## src/rtl/budget_round_robin_scheduler.sv

```systemverilog
// rtl/budget_round_robin_scheduler.sv - budget-regulated round-robin grant scheduler for one memory port
module budget_round_robin_scheduler #(
    parameter int NUMBER_OF_QUEUES = 4,
    parameter int BUDGET_WIDTH     = 16,
    parameter int PERIOD           = 1000,
    parameter int DEFAULT_BUDGET   = 8
) (
    input  logic                                clock,
    input  logic                                reset,
    input  logic [NUMBER_OF_QUEUES-1:0]         empty,
    input  logic                                cfg_write,
    input  logic [$clog2(NUMBER_OF_QUEUES)-1:0] cfg_queue,
    input  logic [BUDGET_WIDTH-1:0]             cfg_budget,
    input  logic                                grant_ready,
    output logic                                grant_valid,
    output logic [$clog2(NUMBER_OF_QUEUES)-1:0] selection,
    output logic [NUMBER_OF_QUEUES-1:0]         throttled,
    output logic                                period_start
);
    localparam int QW = $clog2(NUMBER_OF_QUEUES);
    localparam int CW = $clog2(PERIOD);
    localparam logic [CW-1:0]           LAST_COUNT   = CW'(PERIOD - 1);
    localparam logic [BUDGET_WIDTH-1:0] RESET_BUDGET = BUDGET_WIDTH'(DEFAULT_BUDGET);

    typedef enum logic {IDLE, GRANT} state_t;

    state_t                  state;
    logic [CW-1:0]           period_count;
    logic [CW-1:0]           period_count_next;
    logic [QW-1:0]           last;
    logic [BUDGET_WIDTH-1:0] cfg         [NUMBER_OF_QUEUES];
    logic [BUDGET_WIDTH-1:0] budget      [NUMBER_OF_QUEUES];
    logic [BUDGET_WIDTH-1:0] cfg_next    [NUMBER_OF_QUEUES];
    logic [BUDGET_WIDTH-1:0] budget_next [NUMBER_OF_QUEUES];
    logic [NUMBER_OF_QUEUES-1:0] eligible;
    logic                    reload;
    logic                    accept;
    logic                    pick_found;
    logic [QW-1:0]           pick_index;
    logic [QW-1:0]           candidate;

    assign reload            = (period_count == LAST_COUNT);
    assign accept            = (state == GRANT) && grant_ready;
    assign period_count_next = reload ? '0 : period_count + CW'(1);

    // Scan last+1 .. last+N; the QW-bit add wraps modulo the power-of-two queue count.
    always_comb begin
        eligible   = '0;
        pick_found = 1'b0;
        pick_index = '0;
        candidate  = '0;
        for (int i = 0; i < NUMBER_OF_QUEUES; i++) begin
            eligible[i] = ~empty[i] & (budget[i] != '0);
        end
        for (int k = 1; k <= NUMBER_OF_QUEUES; k++) begin
            candidate = last + QW'(k);
            if (!pick_found && eligible[candidate]) begin
                pick_found = 1'b1;
                pick_index = candidate;
            end
        end
    end

    // Reload beats the charge of a grant accepted on the same edge.
    always_comb begin
        for (int i = 0; i < NUMBER_OF_QUEUES; i++) begin
            cfg_next[i]    = (cfg_write && (cfg_queue == QW'(i))) ? cfg_budget : cfg[i];
            budget_next[i] = budget[i];
            if (reload) begin
                budget_next[i] = cfg_next[i];
            end else if (accept && (selection == QW'(i)) && (budget[i] != '0)) begin
                budget_next[i] = budget[i] - BUDGET_WIDTH'(1);
            end
        end
    end

    always_ff @(posedge clock) begin
        if (reset) begin
            state        <= IDLE;
            grant_valid  <= 1'b0;
            selection    <= '0;
            last         <= QW'(NUMBER_OF_QUEUES - 1);
            period_count <= '0;
            period_start <= 1'b0;
            throttled    <= '0;
            for (int i = 0; i < NUMBER_OF_QUEUES; i++) begin
                cfg[i]    <= RESET_BUDGET;
                budget[i] <= RESET_BUDGET;
            end
        end else begin
            period_count <= period_count_next;
            period_start <= (period_count_next == LAST_COUNT);
            for (int i = 0; i < NUMBER_OF_QUEUES; i++) begin
                cfg[i]       <= cfg_next[i];
                budget[i]    <= budget_next[i];
                throttled[i] <= (budget_next[i] == '0);
            end
            case (state)
                IDLE: begin
                    if (pick_found) begin
                        selection   <= pick_index;
                        grant_valid <= 1'b1;
                        state       <= GRANT;
                    end
                end
                GRANT: begin
                    if (grant_ready) begin
                        last        <= selection;
                        grant_valid <= 1'b0;
                        state       <= IDLE;
                    end
                end
                default: state <= IDLE;
            endcase
        end
    end
endmodule

```

## config.mk

```make
export PLATFORM = sky130hd
export DESIGN_NAME = budget_round_robin_scheduler
export DESIGN_NICKNAME = d
export VERILOG_FILES = /design/src/rtl/budget_round_robin_scheduler.sv
export SDC_FILE = /design/constraint.sdc
export NUM_CORES = 1
export LEC_CHECK = 0
export ABC_CLOCK_PERIOD_IN_PS = 3900
export CAP_MARGIN = 40
export CELL_PAD_IN_SITES_DETAIL_PLACEMENT = 0
export CELL_PAD_IN_SITES_GLOBAL_PLACEMENT = 1
export CORE_MARGIN = 4
export CORE_UTILIZATION = 47
export CTS_CLUSTER_SIZE = 40
export DETAILED_ROUTE_END_ITERATION = 10
export MAX_ROUTING_LAYER = met4
export PLACE_DENSITY_LB_ADDON = 0.25
export SLEW_MARGIN = 20
export SYNTH_ARGS = -nofsm -noshare
export SYNTH_HDL_FRONTEND = slang
export SYNTH_SLANG_ARGS = --single-unit
```

## constraint.sdc

```tcl
create_clock -name clock -period 3.9 [get_ports clock]
set_input_delay 0.585 -clock clock [delete_from_list [all_inputs] [get_ports clock]]
set_output_delay 0.585 -clock clock [all_outputs]
set_load 0.01 [all_outputs]
```

== Word-level counts from Yosys, hierarchy flattened ==
Memory sizes are Yosys's and may differ from the RTL's.
Index checks and enable logic that the tools add are counted.

* Bits in registers: 21
* Input port bits: 26
* Logic and storage cells: 126
* Bits in writable memories: 128
* Memories kept: 2

* Muxes and demuxes: 46
* Add/subtract/negate cells: 8
* Eq/ne operators: 10
* Bitwise logic cells: 17
* $lt $le $gt $ge: 4
* Reduce and logical (&&, ||, !) cells: 32

{| class="wikitable"
|+ Memories
! name !! words !! width !! read ports !! clocked after Yosys merged registers in !! write ports !! RTL line !! RTL
|-
| budget || 4 || 16 || 4 || 0 || 4 || 32 || <nowiki>logic [BUDGET_WIDTH-1:0] budget [NUMBER_OF_QUEUES];</nowiki>
|-
| cfg || 4 || 16 || 4 || 0 || 4 || 31 || <nowiki>logic [BUDGET_WIDTH-1:0] cfg [NUMBER_OF_QUEUES];</nowiki>
|}

{| class="wikitable"
|+ Operators with widths
! kind !! number
|-
| $mux 16 || 20
|-
| $logic_not 16->1 || 4
|-
| $reduce_bool 16->1 || 4
|-
| $sub 16x1->16 const B || 4
|-
| $eq 10x10->1 const B || 2
|-
| $logic_and 1x1->1 || 16
|-
| $mux 1 || 15
|-
| $lt 2x3->1 const B || 4
|-
| $add 10x1->10 const B || 1
|-
| $mux 10 || 1
|-
| $bmux 1 s2 || 4
|-
| $eq 2x2->1 const B || 4
|-
| $mux 2 || 4
|-
| $or 1x1->1 || 8
|-
| $reduce_and 2->1 || 3
|-
| $not 1->1 || 5
|-
| $add 2x2->2 const B || 2
|-
| $and 1x1->1 || 4
|-
| $eq 2x1->1 const B || 2
|-
| $logic_not 2->1 || 2
|-
| $ne 2x2->1 const B || 2
|-
| $pmux 1 s2 || 2
|-
| $logic_not 1->1 || 3
|-
| $add 2x1->2 const B || 1
|}

== Depth between registers and ports, before layout ==
* Depth in word-level cells: 16
* Mapped depth: 13

== Worst setup path after synthesis ==
No wires, ideal clock.

* Kind: input to register
* From: input port grant_ready
* To: register throttled[0]
* Arrival time: 2.646 ns
* Stages on the path: 7
* Buffers on the path: 0
* Data required time: 3.812 ns
* Slack: 1.166 ns
* Cells stage by stage: and4bb_2 -> nand3_1 -> a2111oi_2 -> a21boi_0 -> o31a_4 -> or4_1 -> nor4_2

* Longest elaborated chain between the ends: 6

{| class="wikitable"
|+ Ends and longest elaborated chain
! what !! RTL line !! RTL
|-
| from (decl) || 14 || <nowiki>input logic grant_ready,</nowiki>
|-
| $logic_and 1x1->1 || 43 || <nowiki>assign accept = (state == GRANT) && grant_ready;</nowiki>
|-
| $logic_and 1x1->1 (2 in series) || 71 || <nowiki>end else if (accept && (selection == QW'(i)) && (budget[i] != '0)) begin</nowiki>
|-
| $mux 16 || 71 ||
|-
| $mux 16 || 69 || <nowiki>if (reload) begin</nowiki>
|-
| $logic_not 16->1 || 96 || <nowiki>throttled[i] <= (budget_next[i] == '0);</nowiki>
|-
| to (signal, indexed assignment) || 96 ||
|-
| to (decl) || 17 || <nowiki>output logic [NUMBER_OF_QUEUES-1:0] throttled,</nowiki>
|}

No other way between the ends.
A chain may end at the register's enable or synchronous reset.

== Worst setup path after layout ==
Ends and elaborated chain as after synthesis.

==> results.sh <==
export IMPL_status="complete, no violations"
export IMPL_drv_slew=0
export IMPL_synth_main_ff_cell="dfxtp_1"
export IMPL_dr_pass1_iters=7
export IMPL_p_leak_nw=3.56
export IMPL_initial_core_util_pct=48.4
export IMPL_cts_buffers=17
export IMPL_cts_tree="done"
export IMPL_nets=911
export IMPL_p_clk_share_pct=46.9
export IMPL_slowest_stage="a2111oi_2"
export IMPL_path_buf_inv=1
export IMPL_synth_xor_area_share_pct=4.71
export IMPL_period_needed_ps=3140
export IMPL_die_height_um=134
export IMPL_ys_top_cells_by_area="dfxtp_1, mux2i_1, nor2_1"
export IMPL_reg2reg_from="period_count[0]$_SDFF_PP0_"
export IMPL_p_seq_share_pct=43.9
export IMPL_fin_skew_ps=5.90
export IMPL_hold_buffers=0
export IMPL_ir_worst_vdd_mv=0.352
export IMPL_clockBufferDepth=2
export IMPL_crit_cells=8
export IMPL_netlist_instances=856
export IMPL_clkTransAtPathRegs_ps=60
export IMPL_synthSimpleGateAreaFrac_pct=26.2
export IMPL_synth_top_family_by_area="simple AND/OR/NAND/NOR gates"
export IMPL_syn_nets=892
export IMPL_rsz0062_at_grt="false"
export IMPL_antenna_left=0
export IMPL_cts_htree_levels=4
export IMPL_vias=6400
export IMPL_die_w_um=134
export IMPL_syn_area_mm2=0.00744
export IMPL_synth_compound_gate_area_share_pct=13.2
export IMPL_gp_congestion=0.912
export IMPL_grt_antenna_before_repair=0
export IMPL_final_hold_viol_count=0
export IMPL_min_from="grant_valid$_SDFFE_PP0P_"
export IMPL_cp_max_fo=6
export IMPL_crit_arrival_ps=3480
export IMPL_tightest_slew_ps=739
export IMPL_setup_viol=0
export IMPL_post_synth_cell_area_avg_um2=8.69
export IMPL_path_cells="clkdlybuf4s50_1 > and4bb_2 > nand3_1 > a2111oi_2 > a21boi_0 > o31a_4 > or4_1 > nor4_2"
export IMPL_die_area_mm2=0.0179
export IMPL_setup_ws_ps=759
export IMPL_cts_resized_gates=0
export IMPL_core_mm2=0.0154
export IMPL_cp_start_kind="input port"
export IMPL_worst_setup_path_end_kind="flip-flop"
export IMPL_final_setup_tns_ps=0
export IMPL_crit_type="input port to flip-flop"
export IMPL_p_sw_share_pct=23.8
export IMPL_synth_top_cell_by_area="dfxtp_1"
export IMPL_dp_hpwl_mm=13.9
export IMPL_overflow=0
export IMPL_ys_seq_area_share_pct=40.1
export IMPL_post_cts_buffers=0
export IMPL_p_int_mw=2.77
export IMPL_power_density_mw_per_mm2=422
export IMPL_timing_slew_headroom_pct=50.0
export IMPL_ys_warnings_count=0
export IMPL_synth_mux_area_share_pct=10.5
export IMPL_insertion_delay_ps=420
export IMPL_drive_gt1_share_pct=8.68
export IMPL_numClockSinks=149
export IMPL_cts_root_buf="clkbuf_16"
export IMPL_grt_max_degree=56
export IMPL_drt_initial_drc_count=532
export IMPL_yosys_area_top_type_share_pct=40.1
export IMPL_power_switching_mw=0.863
export IMPL_maxCapViolCount=0
export IMPL_fillerInstances=1430
export IMPL_hp_class="flip-flop to flip-flop"
export IMPL_ys_top_cells_by_count="nor2_1, dfxtp_1, mux2i_1"
export IMPL_synth_cell_types=72
export IMPL_max_stage_delay_ps=560
export IMPL_critPathCapture="throttled[0]$_SDFF_PP0_"
export IMPL_synth_fa_ha_area_share_pct=1.68
export IMPL_ys_seq_elements=149
export IMPL_multi_input_area_mm2=0.00421
export IMPL_num_io_pins=34
export IMPL_pwr_share_comb_pct=9.2
export IMPL_seq_area_mm2=0.00298
export IMPL_wl_per_cell_um=18.0
export IMPL_startpoint="grant_ready"
export IMPL_reg2reg_slack_ps=850
export IMPL_drc=0
export IMPL_period_share_pct=80.5
export IMPL_crit_family="simple AND/OR/NAND/NOR gates"
export IMPL_diodes=0
export IMPL_whs_ps=471
export IMPL_grt_pass1_wl_mm=31.9
export IMPL_grt_usage_pct=23.0
export IMPL_grt_pass1_vias=6165
export IMPL_synth_enable_flop_cells=0
export IMPL_crit_required_ps=4230
export IMPL_timing_rr_end="throttled[2]$_SDFF_PP0_"
export IMPL_io_buffer_count=33
export IMPL_wirelength_mm=19.7
export IMPL_synthArstFlopShare_pct=0
export IMPL_area_growth_pct=15.7
export IMPL_synthMostInstantiatedCell="nor2_1"
export IMPL_max_freq_ghz=0.318
export IMPL_rr_worst_depth=9
export IMPL_rows=45
export IMPL_viasPerCell=5.83
export IMPL_place_ws_ps=371
[worst min path at each step]
stage / end / slack, ps / depth (start not counted)
2_1_floorplan: cfg[2][3]$_SDFF_PP1_ / 430 / 1
3_3_place_gp: grant_valid$_SDFFE_PP0P_ / 450 / 2
3_5_place_dp: grant_valid$_SDFFE_PP0P_ / 470 / 2
4_1_cts: grant_valid$_SDFFE_PP0P_ / 480 / 2
5_1_grt: cfg[2][3]$_SDFF_PP1_ / 490 / 1
6_report: grant_valid$_SDFFE_PP0P_ / 470 / 2
[routing by layer]
layer / share of wire [%] / global-route usage [%] / vias up
met5: 0 / - / -
met4: 3.0 / 8.86 / 0
met1: 46 / 29.6 / 3046
met3: 5.3 / 4.50 / 43
li1: - / - / 3110
met2: 45 / 35.7 / 201
[stage by stage]
stage | utilization, % | cells | power [mW] | instance area (µm²)
3_5_place_dp | 52.0 | 1067 | 1.96 | 8000
4_1_cts | 56.0 | 1098 | 3.66 | 8610
5_1_grt | 56.0 | 1098 | 3.77 | 8610
3_3_place_gp | 51.9 | 1066 | 1.95 | 7980
6_report | 56.0 | 1098 | 3.63 | 8610
2_1_floorplan | - | 856 | 1.84 | 7440
[power by group through the flow]
| stage | logic [mW] | clock network [mW] | registers, mW |
|---|---|---|---|
| finish | 0.335 | 1.70 | 1.59 |
| global route | 0.368 | 1.80 | 1.60 |
| CTS | 0.335 | 1.73 | 1.59 |
| detailed placement | 0.333 | 0 | 1.63 |
| global placement | 0.326 | 0 | 1.63 |
| floorplan | 0.215 | 0 | 1.62 |
[cell type report]
cell class	count	area share, %
Tap cell	211	3.07
Timing Repair Buffer	49	5.49
Sequential cell	149	34.7
Inverter	19	0.828
Clock inverter	9	1.45
Clock buffer	22	5.62
Multi-Input combinational cell	639	48.9
[kinds of logic after synthesis]
logic type / after synthesis
simple gates: 377
buf+inv: 68
fa+ha+maj: 10
compound gates: 134
flops: 149
xor+xnor: 40
mux: 78
[worst register-to-register path, cell delays in order (launching register included)]
cell     delay, ps
dfxtp_1        410
ha_1           330
and4_1         260
and3_2         670
buf_4          360
and2_1         190
a31oi_1         60
nor4_1         300
nand4_1        130
nor4_1         260
[placed cells by master, fill, tap and decap left out, types with 4 or more instances in the layout]
cell type,netlist,routed
a2111oi_0,7,7
clkbuf_8,0,4
a211oi_1,12,12
o31ai_1,14,14
nand3_1,17,16
nor2b_1,22,22
o21ai_0,12,12
nor3_1,25,25
or4_1,11,11
clkdlybuf4s50_1,0,32
a31oi_1,5,5
buf_4,0,15
or2_2,6,6
inv_1,19,19
clkbuf_16,0,17
a211o_1,5,5
nand3b_1,5,5
nand2_1,36,36
xnor2_1,19,19
ha_1,10,10
o31a_1,9,9
clkinv_2,0,4
and2_1,7,7
xor2_1,21,21
nand2b_1,8,8
a21oi_1,28,28
or3_1,11,11
nor4b_1,5,5
and3_1,6,5
dfxtp_1,149,149
mux2i_1,75,75
o22ai_1,4,4
o211ai_1,4,4
nor4_1,23,23
nand4_1,11,11
nor2_1,160,160
o21a_1,4,4
[sequential cells by signal, indices dropped and copies added (netlist names)]
name	flops
budget	64
cfg	64
period_count	10
throttled	4
last	2
selection	2
grant_valid	1
period_start	1
state	1
(Power assumes the default switching activity.)
